### config.mk
export PLATFORM = sky130hd
export DESIGN_NAME = uart_rx_param
export DESIGN_NICKNAME = d
export VERILOG_FILES = /design/src/rtl/uart_pkg.sv /design/src/rtl/uart_bit_sampler.sv /design/src/rtl/uart_rx_param.sv
export SDC_FILE = /design/constraint.sdc
export NUM_CORES = 1
export LEC_CHECK = 0
export BUFFER_PORTS_ARGS = -buffer_cell sky130_fd_sc_hd__buf_4
export CAP_MARGIN = 20
export CORE_ASPECT_RATIO = 1.1
export CORE_UTILIZATION = 50
export CTS_CLUSTER_SIZE = 8
export DETAILED_ROUTE_END_ITERATION = 6
export PLACE_DENSITY = 0.67
export SLEW_MARGIN = 25
export SYNTH_ARGS = -nofsm -noshare
export SYNTH_HDL_FRONTEND = slang
export SYNTH_SLANG_ARGS = --single-unit
export TNS_END_PERCENT = 50
### constraint.sdc
create_clock -name sclk -period 2.9 [get_ports sclk]
set_input_delay 0.29 -clock sclk [delete_from_list [all_inputs] [get_ports sclk]]
set_output_delay 0.29 -clock sclk [all_outputs]
set_load 0.03 [all_outputs]
### src/rtl/uart_pkg.sv
// uart_pkg -- shared definitions for the UART receive/transmit blocks.
//   PAR_*         : encodings of the PARITY parameter (none / odd / even)
//   BAUD_CNT_W    : width of the per-bit cycle counter (covers CLK_DIV up to 65535)
//   uart_state_e  : frame FSM state encoding
//   majority3()   : 2-of-3 vote used to resolve a bit from three samples
package uart_pkg;

    localparam int PAR_NONE   = 0;
    localparam int PAR_ODD    = 1;
    localparam int PAR_EVEN   = 2;

    localparam int BAUD_CNT_W = 16;

    typedef enum logic [2:0] {
        ST_IDLE,
        ST_START,
        ST_DATA,
        ST_PARITY,
        ST_STOP,
        ST_WAIT_IDLE
    } uart_state_e;

    function automatic logic majority3(input logic a, input logic b, input logic c);
        return (a & b) | (a & c) | (b & c);
    endfunction

endpackage

### src/rtl/uart_bit_sampler.sv
// uart_bit_sampler -- line synchroniser plus mid-bit 3-sample majority vote.
//   sclk     : clock
//   s_rst    : synchronous active-high reset (synchroniser flops reset to idle-high)
//   rx       : raw asynchronous serial line
//   baud_cnt : position inside the current bit, 0..CLK_DIV-1
//   rx_sync  : synchronised line (third flop)
//   bit_val  : majority of samples at M-1, M and the live synchronised line;
//              meaningful in the cycle where baud_cnt == M+1 (M = CLK_DIV/2)
module uart_bit_sampler
    import uart_pkg::*;
#(
    parameter int CLK_DIV = 5208
) (
    input  logic                  sclk,
    input  logic                  s_rst,
    input  logic                  rx,
    input  logic [BAUD_CNT_W-1:0] baud_cnt,
    output logic                  rx_sync,
    output logic                  bit_val
);

    localparam logic [BAUD_CNT_W-1:0] SAMP_A = BAUD_CNT_W'(CLK_DIV / 2 - 1);
    localparam logic [BAUD_CNT_W-1:0] SAMP_B = BAUD_CNT_W'(CLK_DIV / 2);

    logic [2:0] sync_q;
    logic       samp_a;
    logic       samp_b;

    always_ff @(posedge sclk) begin
        if (s_rst) begin
            sync_q <= 3'b111;
            samp_a <= 1'b1;
            samp_b <= 1'b1;
        end else begin
            sync_q <= {sync_q[1:0], rx};
            if (baud_cnt == SAMP_A) samp_a <= sync_q[2];
            if (baud_cnt == SAMP_B) samp_b <= sync_q[2];
        end
    end

    assign rx_sync = sync_q[2];
    // third sample is the live line at M+1, so the vote resolves in that cycle
    assign bit_val = majority3(samp_a, samp_b, rx_sync);

endmodule

### src/rtl/uart_rx_param.sv
// uart_rx_param -- parameterised UART receiver (start, DATA_BITS, optional
// parity, STOP_BITS), bit decisions by 3-sample majority near mid-bit.
//   sclk       : clock
//   s_rst      : synchronous active-high reset
//   rs232_rx   : asynchronous serial input, idle high
//   rx_data    : last received word, bit 0 = first bit on the line; held between frames
//   po_flag    : one-cycle pulse when a frame completes
//   parity_err : parity mismatch, only meaningful (and only nonzero) with po_flag
//   frame_err  : a stop bit sampled low, only meaningful (and only nonzero) with po_flag
module uart_rx_param
    import uart_pkg::*;
#(
    parameter int CLK_DIV   = 5208,
    parameter int DATA_BITS = 8,
    parameter int PARITY    = PAR_NONE,
    parameter int STOP_BITS = 1
) (
    input  logic                 sclk,
    input  logic                 s_rst,
    input  logic                 rs232_rx,
    output logic [DATA_BITS-1:0] rx_data,
    output logic                 po_flag,
    output logic                 parity_err,
    output logic                 frame_err
);

    localparam logic [BAUD_CNT_W-1:0] CNT_LAST  = BAUD_CNT_W'(CLK_DIV - 1);
    localparam logic [BAUD_CNT_W-1:0] CNT_DEC   = BAUD_CNT_W'(CLK_DIV / 2 + 1);
    localparam logic [3:0]            DATA_LAST = 4'(DATA_BITS - 1);
    localparam logic [3:0]            STOP_LAST = 4'(STOP_BITS - 1);

    uart_state_e           state_q, state_d;
    logic [BAUD_CNT_W-1:0] baud_cnt;
    logic [3:0]            bit_idx;
    logic [DATA_BITS-1:0]  shreg;
    logic                  rx_sync, rx_prev, bit_val;
    logic                  perr_q, ferr_q;
    logic                  at_dec, at_end, fall, par_ref;
    logic                  shift_en, par_chk, stop_chk, done, idx_clr, idx_inc;

    uart_bit_sampler #(.CLK_DIV(CLK_DIV)) u_sampler (
        .sclk     (sclk),
        .s_rst    (s_rst),
        .rx       (rs232_rx),
        .baud_cnt (baud_cnt),
        .rx_sync  (rx_sync),
        .bit_val  (bit_val)
    );

    assign at_dec  = (baud_cnt == CNT_DEC);
    assign at_end  = (baud_cnt == CNT_LAST);
    assign fall    = rx_prev & ~rx_sync;
    assign par_ref = (PARITY == PAR_ODD) ? ~^shreg : ^shreg;

    always_ff @(posedge sclk) begin
        if (s_rst) state_q <= ST_IDLE;
        else       state_q <= state_d;
    end

    always_comb begin
        state_d  = state_q;
        shift_en = 1'b0;
        par_chk  = 1'b0;
        stop_chk = 1'b0;
        done     = 1'b0;
        idx_clr  = 1'b0;
        idx_inc  = 1'b0;
        case (state_q)
            ST_IDLE: if (fall) state_d = ST_START;
            ST_START: begin
                // start bit that votes high was a glitch
                if (at_dec && bit_val) state_d = ST_IDLE;
                else if (at_end) begin
                    state_d = ST_DATA;
                    idx_clr = 1'b1;
                end
            end
            ST_DATA: begin
                shift_en = at_dec;
                if (at_end) begin
                    if (bit_idx == DATA_LAST) begin
                        idx_clr = 1'b1;
                        state_d = (PARITY != PAR_NONE) ? ST_PARITY : ST_STOP;
                    end else begin
                        idx_inc = 1'b1;
                    end
                end
            end
            ST_PARITY: begin
                par_chk = at_dec;
                if (at_end) state_d = ST_STOP;
            end
            ST_STOP: begin
                stop_chk = at_dec;
                // finish at the last stop bit's decision point so a start edge in
                // the rest of that bit is still seen in IDLE
                if (at_dec && bit_idx == STOP_LAST) begin
                    done    = 1'b1;
                    state_d = (ferr_q | ~bit_val) ? ST_WAIT_IDLE : ST_IDLE;
                end else if (at_end) begin
                    idx_inc = 1'b1;
                end
            end
            ST_WAIT_IDLE: if (rx_sync) state_d = ST_IDLE;
            default: state_d = ST_IDLE;
        endcase
    end

    always_ff @(posedge sclk) begin
        if (s_rst) begin
            baud_cnt   <= '0;
            rx_prev    <= 1'b1;
            bit_idx    <= '0;
            shreg      <= '0;
            perr_q     <= 1'b0;
            ferr_q     <= 1'b0;
            rx_data    <= '0;
            po_flag    <= 1'b0;
            parity_err <= 1'b0;
            frame_err  <= 1'b0;
        end else begin
            rx_prev <= rx_sync;

            if (state_q == ST_IDLE || state_q == ST_WAIT_IDLE ||
                state_d == ST_IDLE || state_d == ST_WAIT_IDLE || at_end)
                baud_cnt <= '0;
            else
                baud_cnt <= baud_cnt + 1'b1;

            if (idx_clr)      bit_idx <= '0;
            else if (idx_inc) bit_idx <= bit_idx + 1'b1;

            if (shift_en) shreg <= {bit_val, shreg[DATA_BITS-1:1]};

            if (state_q == ST_IDLE) begin
                perr_q <= 1'b0;
                ferr_q <= 1'b0;
            end
            if (par_chk)              perr_q <= bit_val ^ par_ref;
            if (stop_chk && !bit_val) ferr_q <= 1'b1;

            po_flag    <= done;
            parity_err <= done & perr_q;
            frame_err  <= done & (ferr_q | ~bit_val);
            if (done) rx_data <= shreg;
        end
    end

endmodule

==> metrics.md <==
| Metric | Value |
|---|---|
| Syn Inst Count | `275` |
| Die width | `68.66 um` |
| RSZ-0062 raised after global routing | `no` |
| Final setup TNS | `0 ps` |
| Commonest non-fill, non-tap cell in the layout | `dfxtp_1` |
| Die area | `just over 5000 sq um` |
| Final min period | `2410 ps` |
| Number of global-route vias before repair | `1642` |
| Ys async rst share | `0%` |
| Placed Cells incl. Taps | `332` |
| Clock root cell | `clkbuf_8` |
| Starting density of the core | `52.16%` |
| Number of nets in the layout | `291` |
| DRC | `0` |
| Yosys cell types | `46` |
| Post-synth top area cell | `dfxtp_1` |
| Avg Inst Size Synth | `around 9 sq um` |
| Number of antenna violations at the first check in global routing | `0` |
| TritonCTS Sinks | `50` |
| Syn nets | `~280` |
| Filler cells | `about 440` |
| Core area | `about 4700 sq um` |
| # rows | `26` |
| Hold/Removal Path Class | `input port to register` |
| N_diodes | `0` |
| Overall Global Routing Usage | `19.73%` |
| Crit Path Class | `register to register` |
| Worst-Skew Late Latency | `310 ps` |
| Reg2Reg Depth | `7` |
| Synth top area share | `40.96%` |
| Post-CTS Setup Bufs | `0` |
| Synthesized flop and latch total | `50` |
| Vias per Instance | `5.350` |
| Layout cells sized above 1 | `11.97%` |
| Max-slew violations | `0` |
| Area growth, synth to finish | `10.14%` |
| Hold slack | `166.0 ps` |
| Initial DRT Pass Iterations | `4` |
| Worst Skew | `9.828 ps` |
| Via count | `1819` |
| # setup viols final | `0` |
| Synth top area cells | `dfxtp_1 (41%), xnor2_1 (7.5%), mux2i_1 (7.0%)` |
| Crit. End Element | `register` |
| Detailed Place HPWL | `3.155 mm` |
| Wire per inst | `13.08 um` |
| Hold Path Cell Cnt | `2` |
| Congestion Overflow GR | `0` |
| Slew margin rel. | `62.48%` |
| Total power | `1.235 mW` |
| Measured slew at the worst slew-check pin | `about 560 ps` |
| Routability congestion estimate | `0.8142` |
| Number of max-cap violations | `0` |
| Max Freq | `414.9 MHz` |
| Iter 0 DRT Violations | `67` |
| TritonCTS clock tree | `done` |
| Hold-fix buffers, CTS | `0` |
| Endpoints failing hold | `0` |
| Crit path arrival time | `2580 ps` |
| First-pass GRT wire length | `roughly 7.5 mm` |
| Synth warn | `0` |
| Longest Clk Path Bufs | `2` |
| Final Cycle Share | `83.12%` |
| Chip height | `75.32 um` |
| Post-synthesis sequential area ratio | `between 40 and 50%` |
| Cts bufs inserted | `5` |
| Critical Path Source Type | `register` |
| IO Count | `14` |
| Worst vdd ir | `246.3 uV` |
| Largest net degree at the start of global routing | `27` |
| ANT nets after route | `0` |
| Highest-count cells in the layout ignoring fill and taps | `dfxtp_1 (50), nor2_1 (27), nand2_1 (26)` |
| Number of synthesized flops with an enable pin | `0` |
| Status | `completed` |
| Critical path peak fanout | `16` |
| Worst EP required | `roughly 3100 ps` |
| PostCTS Resize Cnt | `0` |
| Worst-path clk slew | `90 ps` |
| Total wire length | `4.448 mm` |
| Most used DFF post-synth | `dfxtp_1` |
| CTS H-tree depth | `2` |
| PwrDens | `around 460 nW/um^2` |
| Cell Area, Synth | `2444 sq um` |
| Fin cells | `340` |
| Port bufs | `13` |
| Leak | `1.013 nW` |
synthesized netlist by cell type (2+ instances only):
cell	count
nand4_1	5
dfxtp_1	50
nand3b_1	3
o21ai_0	7
a21o_1	2
a21oi_1	19
nand3_1	9
nor4_1	2
mux2i_1	17
inv_1	9
nor2b_1	2
nor3_1	5
nor3b_1	2
xor2_1	5
nand2b_1	3
a211oi_1	4
clkbuf_1	14
ha_1	5
or3_1	2
and2_1	7
nor2_1	27
a31oi_1	2
o311ai_0	2
nand2_1	26
or2_2	4
and4_1	2
xnor2_1	21
critical path: stages (launching register included):
cell      delay (ps)
dfxtp_1          360
nor3_1           340
nand4_2          150
buf_4            200
o31ai_1          300
o221ai_1         300
xnor2_4          480
a21oi_1          130
sequential cells by signal (all words and copies together), names as in the netlist, 3 cells and up:
register          flops
baud_cnt             16
rx_data               8
shreg                 8
bit_idx               4
state_q               3
u_sampler.sync_q      3
kinds of logic after synthesis:
logic type	count (synthesis)	synth area share, %
muxes	17	6.964
xor gates and xnor gates	27	10.45
AOI/OAI and AO/OA	42	10.55
adders and majority gates	6	2.970
DFF	50	40.96
buffers and inverters	24	3.994
and+or+nand+nor	109	24.12
layer usage:
layer / track usage, % / routed length (um) / part of all wire (%) / vias to the layer above
met5: 0 / 0 / 0 / -
met4: 8.333 / 73 / 1.6 / 0
met3: 5.389 / 109 / 2.5 / 7
met2: 31.15 / 2040 / 46 / 15
met1: 25.23 / 2225 / 50 / 832
li1: - / - / - / 965
power breakdown:
part	internal [mW]	switching, mW
clock	0.284	0.236
sequential	0.688	0.00174
combinational	0.00812	0.0173
path summary, 6_finish.rpt:
check                                  from                        endpoint  slack [ps]
min reg2reg  u_sampler.sync_q[0]$_SDFF_PP1_  u_sampler.sync_q[1]$_SDFF_PP1_         420
min                                rs232_rx  u_sampler.sync_q[0]$_SDFF_PP1_         170
max reg2reg          baud_cnt[7]$_SDFF_PP0_         baud_cnt[10]$_SDFF_PP0_         490
max                  baud_cnt[7]$_SDFF_PP0_         baud_cnt[10]$_SDFF_PP0_         490
area by class of cell:
class / instances / area [sq um] / area share [%]
clock buffer: 6 / 82.58 / 3.068
tap: 56 / 70.07 / 2.603
multi-input combinational: 201 / 1345 / 49.98
inverter: 9 / 33.78 / 1.255
timing repair buffer: 16 / 120.1 / 4.463
clock inverter: 2 / 38.79 / 1.441
sequential: 50 / 1001 / 37.19
metrics by stage:
| step | utilization (%) | setup slack [ps] | area, sq um |
|---|---|---|---|
| floorplan | - | 737.3 | 2444 |
| global placement | 54.86 | 553.2 | 2570 |
| detailed placement | 54.86 | 518.2 | 2570 |
| CTS | 57.45 | 499.8 | 2691 |
| global route | 57.45 | 328.5 | 2691 |
| finish | 57.45 | 489.6 | 2691 |
No activity file was read; power rests on OpenSTA's default activity.
